### src/rtl/imem_loader_if.sv
// imem_loader_if: groups the imem_loader byte-stream handshake, the
// instruction-memory write port and the load status flags.
// slave  = the loader itself, master = the host/testbench side.
`timescale 1ns/1ps

interface imem_loader_if;
  logic        start;
  logic        byte_valid;
  logic [7:0]  byte_data;
  logic        byte_ready;
  logic        WE;
  logic [31:0] WA;
  logic [31:0] WD;
  logic        busy;
  logic        done;
  logic        err;
  logic        cpu_rst_n;

  modport master (
    output start, byte_valid, byte_data,
    input  byte_ready, WE, WA, WD, busy, done, err, cpu_rst_n
  );

  modport slave (
    input  start, byte_valid, byte_data,
    output byte_ready, WE, WA, WD, busy, done, err, cpu_rst_n
  );
endinterface

### src/rtl/imem_loader.sv
// imem_loader: boot-time writer for the core's instruction memory.
// Takes a byte stream (16-bit LE word count N, then N little-endian
// words), writes the words from byte address 0 upward, and keeps the
// core in reset (cpu_rst_n=0) until a complete image has been loaded.
// Optional feature macro: IMEM_LOADER_CKSUM_EN adds a trailing XOR
// checksum byte that must match all data bytes before DONE is reached.
`timescale 1ns/1ps

module imem_loader #(
  parameter int ADDR_W    = 8,
  parameter int MAX_WORDS = 256
) (
  input  logic         clk,
  input  logic         rst_n,
  imem_loader_if.slave bus
);

  // One extra bit so the word counter can reach MAX_WORDS without wrapping.
  localparam int CNT_W = ADDR_W + 1;

  typedef enum logic [2:0] {
    S_IDLE  = 3'd0,
    S_HDR0  = 3'd1,
    S_HDR1  = 3'd2,
    S_DATA  = 3'd3,
    S_WRITE = 3'd4,
    S_DONE  = 3'd5,
`ifdef IMEM_LOADER_CKSUM_EN
    S_ERR   = 3'd6,
    S_CHK   = 3'd7
`else
    S_ERR   = 3'd6
`endif
  } state_t;

  state_t             state_q, state_d;
  logic [15:0]        n_q, n_d;
  logic [CNT_W-1:0]   word_idx_q, word_idx_d;
  logic [1:0]         byte_idx_q, byte_idx_d;
  logic [31:0]        wd_q, wd_d;
  logic [31:0]        wa_q, wa_d;
`ifdef IMEM_LOADER_CKSUM_EN
  logic [7:0]         cks_q, cks_d;
`endif

  logic        byte_ready;
  logic        we;
  logic        busy;
  logic        done;
  logic        err;
  logic        cpu_rst_n;
  logic        xfer;
  logic [15:0] n_full;
  logic        last_word;

  assign xfer      = bus.byte_valid && byte_ready;
  // Full word count as it becomes known on the HDR1 transfer.
  assign n_full    = {bus.byte_data, n_q[7:0]};
  // True in WRITE when the word being written is the final one of the image.
  assign last_word = (32'(word_idx_q) + 32'd1) == 32'(n_q);

  // Output decode: every flag is a pure function of the current state.
  always_comb begin
    byte_ready = 1'b0;
    we         = 1'b0;
    busy       = 1'b0;
    done       = 1'b0;
    err        = 1'b0;
    cpu_rst_n  = 1'b0;
    case (state_q)
      S_HDR0, S_HDR1, S_DATA: begin
        byte_ready = 1'b1;
        busy       = 1'b1;
      end
      S_WRITE: begin
        we   = 1'b1;
        busy = 1'b1;
      end
      S_DONE: begin
        done      = 1'b1;
        cpu_rst_n = 1'b1;
      end
      S_ERR: begin
        err = 1'b1;
      end
`ifdef IMEM_LOADER_CKSUM_EN
      S_CHK: begin
        byte_ready = 1'b1;
        busy       = 1'b1;
      end
`endif
      default: begin
        byte_ready = 1'b0;
      end
    endcase
  end

  // Next-state and datapath update: header capture, byte assembly, write sequencing.
  always_comb begin
    state_d    = state_q;
    n_d        = n_q;
    word_idx_d = word_idx_q;
    byte_idx_d = byte_idx_q;
    wd_d       = wd_q;
    wa_d       = wa_q;
`ifdef IMEM_LOADER_CKSUM_EN
    cks_d      = cks_q;
`endif
    case (state_q)
      // start is only honoured while not busy; it also clears the running XOR.
      S_IDLE, S_DONE, S_ERR: begin
        if (bus.start) begin
          state_d = S_HDR0;
`ifdef IMEM_LOADER_CKSUM_EN
          cks_d   = 8'h00;
`endif
        end
      end
      S_HDR0: begin
        if (xfer) begin
          n_d[7:0] = bus.byte_data;
          state_d  = S_HDR1;
        end
      end
      S_HDR1: begin
        if (xfer) begin
          n_d = n_full;
          if (n_full == 16'd0) begin
`ifdef IMEM_LOADER_CKSUM_EN
            state_d = S_CHK;
`else
            state_d = S_DONE;
`endif
          end else if (n_full > 16'(MAX_WORDS)) begin
            state_d = S_ERR;
          end else begin
            state_d    = S_DATA;
            word_idx_d = '0;
            byte_idx_d = 2'd0;
          end
        end
      end
      S_DATA: begin
        if (xfer) begin
          wd_d[{byte_idx_q, 3'b000} +: 8] = bus.byte_data;
          byte_idx_d = byte_idx_q + 2'd1;
`ifdef IMEM_LOADER_CKSUM_EN
          cks_d      = cks_q ^ bus.byte_data;
`endif
          if (byte_idx_q == 2'd3) begin
            // Latch the address here so WA stays put after word_idx advances.
            state_d = S_WRITE;
            wa_d    = {{(30-ADDR_W){1'b0}}, word_idx_q[ADDR_W-1:0], 2'b00};
          end
        end
      end
      S_WRITE: begin
        word_idx_d = word_idx_q + CNT_W'(1);
        if (last_word) begin
`ifdef IMEM_LOADER_CKSUM_EN
          state_d = S_CHK;
`else
          state_d = S_DONE;
`endif
        end else begin
          state_d    = S_DATA;
          byte_idx_d = 2'd0;
        end
      end
`ifdef IMEM_LOADER_CKSUM_EN
      S_CHK: begin
        if (xfer) begin
          state_d = (bus.byte_data == cks_q) ? S_DONE : S_ERR;
        end
      end
`endif
      default: begin
        state_d = S_IDLE;
      end
    endcase
  end

  // State and datapath registers; asynchronous reset returns everything to IDLE/zero.
  always_ff @(posedge clk or negedge rst_n) begin
    if (!rst_n) begin
      state_q    <= S_IDLE;
      n_q        <= '0;
      word_idx_q <= '0;
      byte_idx_q <= '0;
      wd_q       <= '0;
      wa_q       <= '0;
`ifdef IMEM_LOADER_CKSUM_EN
      cks_q      <= '0;
`endif
    end else begin
      state_q    <= state_d;
      n_q        <= n_d;
      word_idx_q <= word_idx_d;
      byte_idx_q <= byte_idx_d;
      wd_q       <= wd_d;
      wa_q       <= wa_d;
`ifdef IMEM_LOADER_CKSUM_EN
      cks_q      <= cks_d;
`endif
    end
  end

  assign bus.byte_ready = byte_ready;
  assign bus.WE         = we;
  assign bus.WA         = wa_q;
  assign bus.WD         = wd_q;
  assign bus.busy       = busy;
  assign bus.done       = done;
  assign bus.err        = err;
  assign bus.cpu_rst_n  = cpu_rst_n;

endmodule

### src/flat_wrapper.sv
// flat-port wrapper written by rule: the top's interface ports become plain ports
module imem_loader_flat 
#(
  parameter int ADDR_W    = 8,
  parameter int MAX_WORDS = 256
)
  (clk, rst_n, bus_start, bus_byte_valid, bus_byte_data, bus_byte_ready, bus_WE, bus_WA, bus_WD, bus_busy, bus_done, bus_err, bus_cpu_rst_n);
  imem_loader_if bus_i ();
  input  logic clk;
  input  logic rst_n;
  input wire logic [$bits(bus_i.start)-1:0] bus_start;
  input wire logic [$bits(bus_i.byte_valid)-1:0] bus_byte_valid;
  input wire logic [$bits(bus_i.byte_data)-1:0] bus_byte_data;
  output wire logic [$bits(bus_i.byte_ready)-1:0] bus_byte_ready;
  output wire logic [$bits(bus_i.WE)-1:0] bus_WE;
  output wire logic [$bits(bus_i.WA)-1:0] bus_WA;
  output wire logic [$bits(bus_i.WD)-1:0] bus_WD;
  output wire logic [$bits(bus_i.busy)-1:0] bus_busy;
  output wire logic [$bits(bus_i.done)-1:0] bus_done;
  output wire logic [$bits(bus_i.err)-1:0] bus_err;
  output wire logic [$bits(bus_i.cpu_rst_n)-1:0] bus_cpu_rst_n;
  assign bus_i.start = bus_start;
  assign bus_i.byte_valid = bus_byte_valid;
  assign bus_i.byte_data = bus_byte_data;
  assign bus_byte_ready = bus_i.byte_ready;
  assign bus_WE = bus_i.WE;
  assign bus_WA = bus_i.WA;
  assign bus_WD = bus_i.WD;
  assign bus_busy = bus_i.busy;
  assign bus_done = bus_i.done;
  assign bus_err = bus_i.err;
  assign bus_cpu_rst_n = bus_i.cpu_rst_n;
  imem_loader #(.ADDR_W(ADDR_W), .MAX_WORDS(MAX_WORDS)) u_core (.clk(clk), .rst_n(rst_n), .bus(bus_i));
endmodule
### config.mk
export PLATFORM = sky130hd
export DESIGN_NAME = imem_loader_flat
export DESIGN_NICKNAME = d
export VERILOG_FILES = /design/src/rtl/imem_loader_if.sv /design/src/rtl/imem_loader.sv /design/src/flat_wrapper.sv
export SDC_FILE = /design/constraint.sdc
export NUM_CORES = 1
export LEC_CHECK = 0
export BUFFER_PORTS_ARGS = -buffer_cell sky130_fd_sc_hd__buf_2
export CAP_MARGIN = 40
export CORE_AREA = 2 2 98 100
export DETAILED_ROUTE_END_ITERATION = 16
export DIE_AREA = 0 0 100 102
export PLACE_DENSITY = 0.64
export SLEW_MARGIN = 5
export SYNTH_ARGS = -nofsm -noshare
export SYNTH_HDL_FRONTEND = slang
export SYNTH_SLANG_ARGS = --single-unit
### constraint.sdc
create_clock -name clk -period 3.2 [get_ports clk]
set_input_delay 0.32 -clock clk [delete_from_list [all_inputs] [get_ports clk]]
set_output_delay 0.32 -clock clk [all_outputs]
set_load 0.05 [all_outputs]
==> metrics.md <==
| Metric | Value |
|---|---|
| Status | `completed` |
| Die area | `10200 um2` |
| Leakage | `0.00193 uW` |
| Core region area | `9110 um2` |
| Mapped Area | `3590 um2` |
| RSZ-0062 raised after global routing | `no` |
| Clk sinks | `70` |
| Pwr dens | `1080 nW/um2` |
| First-pass GRT wire length | `13100 um` |
| Post-place instance area | `3890 um2` |
| Fmax | `388 MHz` |
| Max-cap violations | `0` |
| Dominant cell type by area after synthesis | `dfrtp_1` |
| Yosys top cell area share | `48.8%` |
| Synth-to-Final Area Change | `14.8%` |
| Die X | `100 um` |
| Initial core utilization | `39.4%` |
| Mean Syn Cell Area | `9.70 um2` |
| EDFF count, synth | `0` |
| Critical path fanouts, max | `7` |
| DRC viols | `0` |
| Netlist cell types | `47` |
| Drt wl/cell | `14.8 um` |
| Gr usage total | `16.6%` |
| Util after Layout | `45.2%` |
| Syn Inst Count | `370` |
| Sequential power share | `34.9%` |
| Die Y | `102 um` |
| Clock slew at the register clock pins of the worst setup and hold paths | `0.08 ns` |
| Cell Int Power | `2300 uW` |
| Comb pwr share | `47.3%` |
| Routed via count | `2756` |
| Pin count of the biggest net entering global routing | `39` |
| Max-slew violations | `0` |
| Peak supply drop | `0.361 mV` |
| TritonCTS buffer count | `9` |
| Max clock buf depth | `2` |
| Synthesis Warnings | `0` |
| Total congestion overflow | `0` |
| Drt initial violations | `195` |
| Slew @ Worst Pin | `0.910 ns` |
| Synth Register Bits | `70` |
| Switching share of total power | `48.1%` |
| CP required | `3.42 ns` |
| Final Hold Viols | `0` |
| Antenna violations before repair | `0` |
| Post-DRT Antenna Nets | `0` |
| Drt pass-1 iters | `4` |
| R2R cell count | `7` |
| I/O pin cnt | `82` |
| Endpoint class of the critical path | `flop` |
| Hold Path Depth | `3` |
| IO buf count | `57` |
| Worst setup SP type | `flop` |
| Final setup fails | `0` |
| Clk pwr share | `17.8%` |
| Clock Latency Late Sink | `0.35 ns` |
| Final Instance Area | `4120 um2` |
| GPL Wtd Cong | `0.848` |
| Tmin final | `2.58 ns` |
| Detailed Place HPWL | `5770 um` |
| Synth area leaders | `dfrtp_1 (49%), nand2_1 (8.7%), mux2_2 (7.2%)` |
| CTS root buffer | `clkbuf_8` |
| Final clock skew | `0.0118 ns` |
| Setup_tns | `0 ns` |
| Drt total wl | `8120 um` |
| Vias in the first global route | `2543` |
| Critical path class | `flop to flop` |
| Layout Nets | `450` |
| Psw | `2130 uW` |
| CTS HTree Levels | `3` |
| Slew margin rel. | `39.2%` |
| Via density per instance | `5.04` |
| Layout cells sized above 1 | `24.8%` |
| Post-synth top cells | `nand2_1 (83), dfrtp_1 (70), o21ai_0 (50), buf_4 (27), mux2_2 (23)` |
| Period utilisation layout | `80.5%` |
| Ys async rst share | `100%` |
| Power, Total | `4440 uW` |
| Data arrival, critical path | `2.80 ns` |
| Hold Crit Class | `primary input to flop` |
| Ant. Diodes | `0` |
| Std cell rows | `35` |
| Synth Flop Type | `dfrtp_1` |
| Count leader, synth | `nand2_1` |
| Sequential share of the synthesized area | `48.8%` |
| CTS tree | `yes` |
sequential cells by signal, indices dropped and copies added (netlist names):
signal and cells:
u_core.bus.WD 32, u_core.bus.WA 8, u_core.state_q 3, u_core.byte_idx_q 2, u_core.word_idx_q 9, u_core.n_q 16
power groups by stage:
| stage | registers [uW] | logic (uW) | clock network [uW] |
|---|---|---|---|
| floorplan | 1990 | 1230 | 0 |
| global placement | 1550 | 2070 | 0 |
| detailed placement | 1570 | 2100 | 0 |
| CTS | 1550 | 2110 | 801 |
| global route | 1600 | 2270 | 839 |
| finish | 1550 | 2100 | 788 |
worst paths after layout:
path,start,to,slack [ns]
max,u_core.word_idx_q[0],u_core.state_q[1],0.62
min reg2reg,u_core.bus.WD[29],u_core.bus.WD[29],0.47
max in group asynchronous,rst_n,u_core.bus.WD[24],2.36
max reg2reg,u_core.word_idx_q[0],u_core.state_q[1],0.62
min in group asynchronous,rst_n,u_core.bus.WD[14],0.35
min,bus_byte_data[3],u_core.bus.WD[3],0.30
cell type report:
type / count / area, um2
inverter: 7 / 26.3
clock buffer: 9 / 124
tap: 111 / 139
fill: 881 / 4990
clock inverter: 7 / 96.3
sequential: 70 / 1750
multi-input combinational: 280 / 1640
timing repair buffer: 63 / 345
logic make-up after synthesis:
group / after synthesis / share of synthesized area [%]
compound gates: 82 / 13.9
xor+xnor: 12 / 2.93
fa+ha+maj: 7 / 2.44
buf+inv: 43 / 7.95
flops: 70 / 48.8
mux: 24 / 7.50
other cells: 1 / 0.105
simple gates: 131 / 16.4
routing by layer:
layer	part of all wire, %	track usage (%)
met5	0	0
met4	1.3	6.32
met3	4.6	3.42
met2	49	27.0
met1	45	22.2
per-stage QoR:
step	std cells	worst slack (ns)	hold slack, ns
6_report	547	0.623	0.295
5_1_grt	547	0.460	0.296
3_3_place_gp	529	0.716	0.460
4_1_cts	547	0.639	0.284
3_5_place_dp	530	0.663	0.196
2_1_floorplan	393	0.558	0.0244
layout by cell type, fill, tap and decap left out, types with 4 or more instances in the layout:
cell type  instances
nand2_1           83
dfrtp_1           70
buf_2             57
o21ai_0           50
conb_1            24
mux2_2            23
nor2_1            15
nor3_1            10
clkbuf_8           9
xnor2_1            8
a21oi_1            8
ha_1               7
inv_1              5
nor3b_1            4
xor2_1             4
buf_4              4
repair_timing:
action                                 CTS  global route
buffers inserted                         0             0
hold buffers                             1             0
gates resized for setup                  0             0
endpoints found under the hold margin    6             0
setup endpoints to repair                0             0
worst max-delay path: stages, from the launching register on:
cell and delay [ns]:
dfrtp_1 0.45, ha_1 0.28, nand3_1 0.13, or3_1 0.36, a221o_1 0.38, a2111oi_4 0.39
o22ai_1 0.13, or3_1 0.32
Note: power is estimated with default switching activity, not from simulation.
